<file path="config.mk">
export PLATFORM = sky130hd
export DESIGN_NAME = multi_input_eval
export DESIGN_NICKNAME = d
export VERILOG_FILES = /design/src/rtl/multi_input_eval.sv
export SDC_FILE = /design/constraint.sdc
export NUM_CORES = 1
export LEC_CHECK = 0
export BUFFER_PORTS_ARGS = -buffer_cell sky130_fd_sc_hd__buf_2
export CORE_UTILIZATION = 54
export CTS_BUF_LIST = sky130_fd_sc_hd__clkbuf_4
export CTS_CLUSTER_DIAMETER = 100
export DETAILED_ROUTE_END_ITERATION = 10
export GPL_ROUTABILITY_DRIVEN = 0
export PLACE_DENSITY = 0.81
export SLEW_MARGIN = 5
export SYNTH_ARGS = -nofsm -noshare
export SYNTH_HDL_FRONTEND = slang
export SYNTH_SLANG_ARGS = --single-unit
</file>
<file path="constraint.sdc">
create_clock -name clk -period 2.3 [get_ports clk]
set_input_delay 0.115 -clock clk [delete_from_list [all_inputs] [get_ports clk]]
set_output_delay 0.115 -clock clk [all_outputs]
set_load 0.02 [all_outputs]
</file>
<file path="src/rtl/multi_input_eval.sv">
// Registered multi-input Boolean evaluator (AND/OR/XOR/MAJORITY) behind a 1-entry valid/ready
// buffer, with a saturating true-result counter and streak flag. Optional EVAL_POPCOUNT_EN adds out_pop.
module multi_input_eval #(
  parameter int unsigned WIDTH  = 3,
  parameter int unsigned CNT_W  = 8,
  parameter int unsigned STREAK = 4
) (
  input  logic                       clk,
  input  logic                       rst_n,
  input  logic [WIDTH-1:0]           in_data,
  input  logic [1:0]                 in_mode,
  input  logic                       in_valid,
  output logic                       in_ready,
  output logic                       out_ans,
  output logic                       out_valid,
  input  logic                       out_ready,
  output logic [CNT_W-1:0]           true_cnt,
  output logic                       streak,
  input  logic                       clr_cnt
`ifdef EVAL_POPCOUNT_EN
  ,
  output logic [$clog2(WIDTH+1)-1:0] out_pop
`endif
);

  localparam int unsigned POP_W = $clog2(WIDTH + 1);

  localparam logic [1:0] MODE_AND = 2'd0;
  localparam logic [1:0] MODE_OR  = 2'd1;
  localparam logic [1:0] MODE_XOR = 2'd2;
  localparam logic [1:0] MODE_MAJ = 2'd3;

  // WIDTH widened by one bit so 2*popcount can be compared without overflow
  localparam logic [POP_W:0] WIDTH_CMP = (POP_W + 1)'(WIDTH);

  logic             out_ans_q,   out_ans_d;
  logic             out_valid_q, out_valid_d;
  logic [CNT_W-1:0] true_cnt_q,  true_cnt_d;
  logic [STREAK-1:0] history_q,  history_d;
  logic             streak_q,    streak_d;

  logic             in_xfer;
  logic             out_xfer;
  logic [POP_W-1:0] pop_c;
  logic             ans_c;

  // Population count of the operand vector
  always_comb begin
    pop_c = '0;
    for (int i = 0; i < int'(WIDTH); i++) begin
      pop_c = pop_c + POP_W'(in_data[i]);
    end
  end

  // Mode-selected evaluation of the operand vector
  always_comb begin
    ans_c = 1'b0;
    case (in_mode)
      MODE_AND: ans_c = &in_data;
      MODE_OR:  ans_c = |in_data;
      MODE_XOR: ans_c = ^in_data;
      MODE_MAJ: ans_c = ({pop_c, 1'b0} > WIDTH_CMP);
      default:  ans_c = 1'b0;
    endcase
  end

  assign in_ready = !out_valid_q || out_ready;
  assign in_xfer  = in_valid && in_ready;
  assign out_xfer = out_valid_q && out_ready;

  // Output buffer, counter and history next-state
  always_comb begin
    out_ans_d   = out_ans_q;
    out_valid_d = out_valid_q;
    true_cnt_d  = true_cnt_q;
    history_d   = history_q;

    if (in_xfer) begin
      out_ans_d   = ans_c;
      out_valid_d = 1'b1;
    end else if (out_xfer) begin
      out_valid_d = 1'b0;
    end

    // A clear wins over the count/shift of a same-cycle delivery
    if (clr_cnt) begin
      true_cnt_d = '0;
      history_d  = '0;
    end else if (out_xfer) begin
      history_d = (history_q << 1) | STREAK'(out_ans_q);
      if (out_ans_q && (true_cnt_q != {CNT_W{1'b1}})) begin
        true_cnt_d = true_cnt_q + CNT_W'(1);
      end
    end

    streak_d = &history_d;
  end

  always_ff @(posedge clk or negedge rst_n) begin
    if (!rst_n) begin
      out_ans_q   <= 1'b0;
      out_valid_q <= 1'b0;
      true_cnt_q  <= '0;
      history_q   <= '0;
      streak_q    <= 1'b0;
    end else begin
      out_ans_q   <= out_ans_d;
      out_valid_q <= out_valid_d;
      true_cnt_q  <= true_cnt_d;
      history_q   <= history_d;
      streak_q    <= streak_d;
    end
  end

  assign out_ans   = out_ans_q;
  assign out_valid = out_valid_q;
  assign true_cnt  = true_cnt_q;
  assign streak    = streak_q;

`ifdef EVAL_POPCOUNT_EN
  logic [POP_W-1:0] out_pop_q, out_pop_d;

  // Popcount is captured and held under the same rules as out_ans
  always_comb begin
    out_pop_d = out_pop_q;
    if (in_xfer) begin
      out_pop_d = pop_c;
    end
  end

  always_ff @(posedge clk or negedge rst_n) begin
    if (!rst_n) begin
      out_pop_q <= '0;
    end else begin
      out_pop_q <= out_pop_d;
    end
  end

  assign out_pop = out_pop_q;
`endif

endmodule

</file>
==> qor.csv <==
stage;metric;value;unit
worst_setup_path;worst-path maximum fanout;6;
worst_setup_path;worst-path cell chain;ha_1 -> and4_1 -> nor4_1 -> mux2_2;
logic_synthesis;post-synthesis mux area share;0.0610;
finish;Antenna Cells;0;
worst_hold_path;worst hold-check path type;in2reg;
worst_setup_path;critical path launch point;true_cnt[0];
die;Starting Density;0.579;
routing;vias per cell;6.08;
worst_hold_path;HP Start;in_valid;
clock_tree;Clock Latency Late Sink;0.29;ns
routing;Detailed Route Iter0 Violations;19;
sta;Final Setup Violations;0;
worst_setup_path;critical path required time;2.48;ns
finish;Filler cells;125;
sta;Clock Skews;0.00456;ns
die;die span in x;42.4;um
routing;DRC violations left;0;
global_route;vias in the first global route;671;
die;Core Rows;14;
sta;Slew HR;0.761;
global_route;first-pass GRT wire length;2.88;mm
power_and_ir_drop;Pwr per Cell Area;523;nW/um^2
sta;Peak Freq;577;MHz
clock_tree;Num CTS Buffers;3;
die;num ports;22;
logic_synthesis;largest family of logic cells by synthesized area;simple AND/OR/NAND/NOR gates;
logic_synthesis;synthesized area;882;um^2
routing;ANT nets after route;0;
place;Area after DPL;966;um^2
logic_synthesis;Net Count, Synth;100;
worst_setup_path;largest stage delay on the critical path;0.44;ns
sta;period utilisation layout;0.754;
die;core area;1520;um^2
routing;DR vias;754;
power_and_ir_drop;Max VDD drop;0.294;mV
global_route;gr ovfl total;0;
finish;Layout Area Growth over Synthesis;14.0;%
routing;drt pass-1 iters;4;
logic_synthesis;Cell variety after synth;33;
finish;nets@finish;123;
power_and_ir_drop;Leak;0.000493;uW
global_route;largest net degree at the start of global routing;16;
clock_tree;CTS tree;done;
sta;final setup TNS;0;ns
worst_setup_path;Setup crit end;true_cnt[5];
worst_setup_path;Setup CP Type;reg2reg;
worst_setup_path;Critical Path Start Type;flop;
logic_synthesis;XOR/XNOR Fraction of Synth Area;0;
clock_tree;CTS root buffer;clkbuf_4;
sta;fin crit period;1.73;ns
worst_setup_path;R2R Setup Slk;0.57;ns
clock_tree;H-tree levels;1;
logic_synthesis;post-synthesis register bit count;15;
sta;Fin. Hold Viols;0;
global_route;GR Util All Layers;0.212;
routing;WL per Instance;13.5;um
die;Die ar.;1800;um^2
logic_synthesis;Avg Cell Area, Syn;10.3;um^2
worst_setup_path;Worst EP arrival;1.92;ns
logic_synthesis;post-synthesis adder-cell area fraction;0.0652;
sta;Worst Slack Setup Final;0.566;ns
worst_setup_path;r2r endpoint;true_cnt[5];
worst_setup_path;worst r2r src;true_cnt[0];
worst_setup_path;R2R depth;4;
power_and_ir_drop;Tot Pwr;526;uW
worst_setup_path;Worst setup EP type;flop;
die;Vert. Die Dim;42.4;um
worst_setup_path;critical path's slowest cell;dfrtp_1;
finish;Finished Cell Area;1010;um^2
place;Place WS;0.577;ns
clock_tree;Clock Path Buffers;2;
logic_synthesis;Post-Synth Simple-Gate Area;0.271;
clock_tree;setup bufs post-CTS;0;
finish;share of cells above drive strength 1;0.296;
logic_synthesis;post-synthesis compound-gate area fraction;0.118;
place;PortBufs;21;
routing;drt total wl;1.68;mm
logic_synthesis;yosys warns;0;
flow_run;Max Cap Viol;0;
sta;RSZ-0062 raised after global routing;false;
outcome;status;completed;
sta;fin. max-slew vios;0;
sta;Worst Max-Slew Pin Slew;0.350;ns
global_route;antenna violations before repair;0;
logic_synthesis;register area share after synthesis;0.426;
place;DP HPWL;1.26;mm
clock_tree;Clock Pin Slew Worst Setup and Hold Paths;0.09;ns
logic_synthesis;Post-Syn Instances;86;
clock_tree;clock tree sinks;15;
-- timing repair --
action / CTS / global route
resized for setup: 0 / 0
hold buffers: 1 / 0
endpoints found under the hold margin: 15 / 0
-- sequential cells by signal (all words and copies together) (netlist names) --
| signal | cells |
|---|---|
| history_q | 4 |
| out_valid | 1 |
| true_cnt | 8 |
| out_ans | 1 |
| streak | 1 |
-- cell usage after synthesis --
| master | count | share of area |
|---|---|---|
| a2111oi_0 | 1 | 0.0099 |
| a211oi_1 | 1 | 0.0085 |
| a21boi_0 | 1 | 0.0085 |
| a21oi_1 | 7 | 0.040 |
| a221o_1 | 1 | 0.011 |
| a31oi_1 | 1 | 0.0071 |
| a41o_1 | 1 | 0.011 |
| a41oi_1 | 1 | 0.0099 |
| and3_1 | 1 | 0.0071 |
| and3_2 | 1 | 0.0085 |
| and4_1 | 2 | 0.020 |
| buf_4 | 1 | 0.0085 |
| buf_6 | 3 | 0.038 |
| dfrtp_1 | 15 | 0.43 |
| fa_1 | 1 | 0.023 |
| ha_1 | 3 | 0.043 |
| inv_1 | 3 | 0.013 |
| mux2_2 | 3 | 0.038 |
| mux2i_1 | 2 | 0.023 |
| nand2_1 | 10 | 0.043 |
| nand2b_1 | 3 | 0.021 |
| nand3_1 | 3 | 0.017 |
| nand3_2 | 1 | 0.011 |
| nand3_4 | 1 | 0.020 |
| nand4_1 | 2 | 0.014 |
| nand4b_1 | 1 | 0.0099 |
| nor2_1 | 5 | 0.021 |
| nor2b_1 | 3 | 0.021 |
| nor3_1 | 3 | 0.017 |
| nor4_1 | 2 | 0.014 |
| nor4b_2 | 1 | 0.017 |
| o211a_1 | 1 | 0.011 |
| or4_1 | 1 | 0.0085 |
-- critical path, delay by kind of cell, from the launching register on --
kind                     cells  cell delay, ns
flip-flops                   1            0.44
AND/OR/NAND/NOR              2            0.56
multiplexers                 1            0.37
adder cells (fa/ha/maj)      1            0.25
-- stage by stage --
stage,utilization,std cells,hold WS (ns)
after floorplan,-,86,-0.181
after global placement,0.634,119,0.0331
after detailed placement,0.634,119,0.0338
after CTS,0.660,124,0.0336
after global routing,0.660,124,0.0440
final,0.660,124,0.0380
-- final cells by class --
class,count,area (um^2),area share
sequential,15,375,0.373
clock buffer,4,30.0,0.0299
inverter,3,11.3,0.0112
multi-input combinational,64,454,0.451
timing repair buffer,22,115,0.114
tap,16,20.0,0.0199
-- power by group --
part	switching, uW	leakage [uW]	total, uW	internal [uW]
logic	44.9	0.000271	75.5	30.5
clock network	85.9	0.0000184	165	79.2
registers	13.8	0.000204	285	272
-- worst min path at each step --
stage | end | slack [ns] | cells after the start
floorplan | history_q[0] | -0.18 | 0
global placement | history_q[2] | 0.03 | 1
detailed placement | history_q[2] | 0.03 | 1
CTS | out_valid | 0.03 | 2
global route | out_valid | 0.04 | 2
finish | out_valid | 0.04 | 2
-- per-layer routing --
metal	share of wire	wire length, um	GRT usage	vias to the layer above
met1	0.47	783	0.284	365
met3	0.053	89	0.0517	3
li1	-	-	-	357
met5	0	0	0	-
met4	0.013	22	0.0938	0
met2	0.47	784	0.326	29
-- placed cells by master (no fill, tap or decap) --
master,netlist,routed
a2111oi_0,1,1
a211oi_1,1,1
a21boi_0,1,1
a21oi_1,7,7
a221o_1,1,1
a31oi_1,1,1
a41o_1,1,1
a41oi_1,1,1
and3_1,1,1
and3_2,1,1
and4_1,2,2
buf_2,0,21
clkbuf_4,0,4
dfrtp_1,15,15
dlygate4sd3_1,0,1
fa_1,1,1
ha_1,3,3
inv_1,3,3
mux2_2,3,3
mux2i_1,2,2
nand2_1,10,10
nand2b_1,3,3
nand3_1,3,3
nand3_2,1,1
nand3_4,1,1
nand4_1,2,2
nand4b_1,1,1
nor2_1,5,5
nor2b_1,3,3
nor3_1,3,3
nor4_1,2,2
nor4b_2,1,1
o211a_1,1,1
or4_1,1,1
-- cells by family after synthesis --
kind of cell,Yosys count
AO/OA/AOI/OAI,15
AND/OR/NAND/NOR,40
buffers and inverters,7
adder cells (fa/ha/maj),4
flip-flops,15
multiplexers,5
Power figures use the tool's default switching activity.
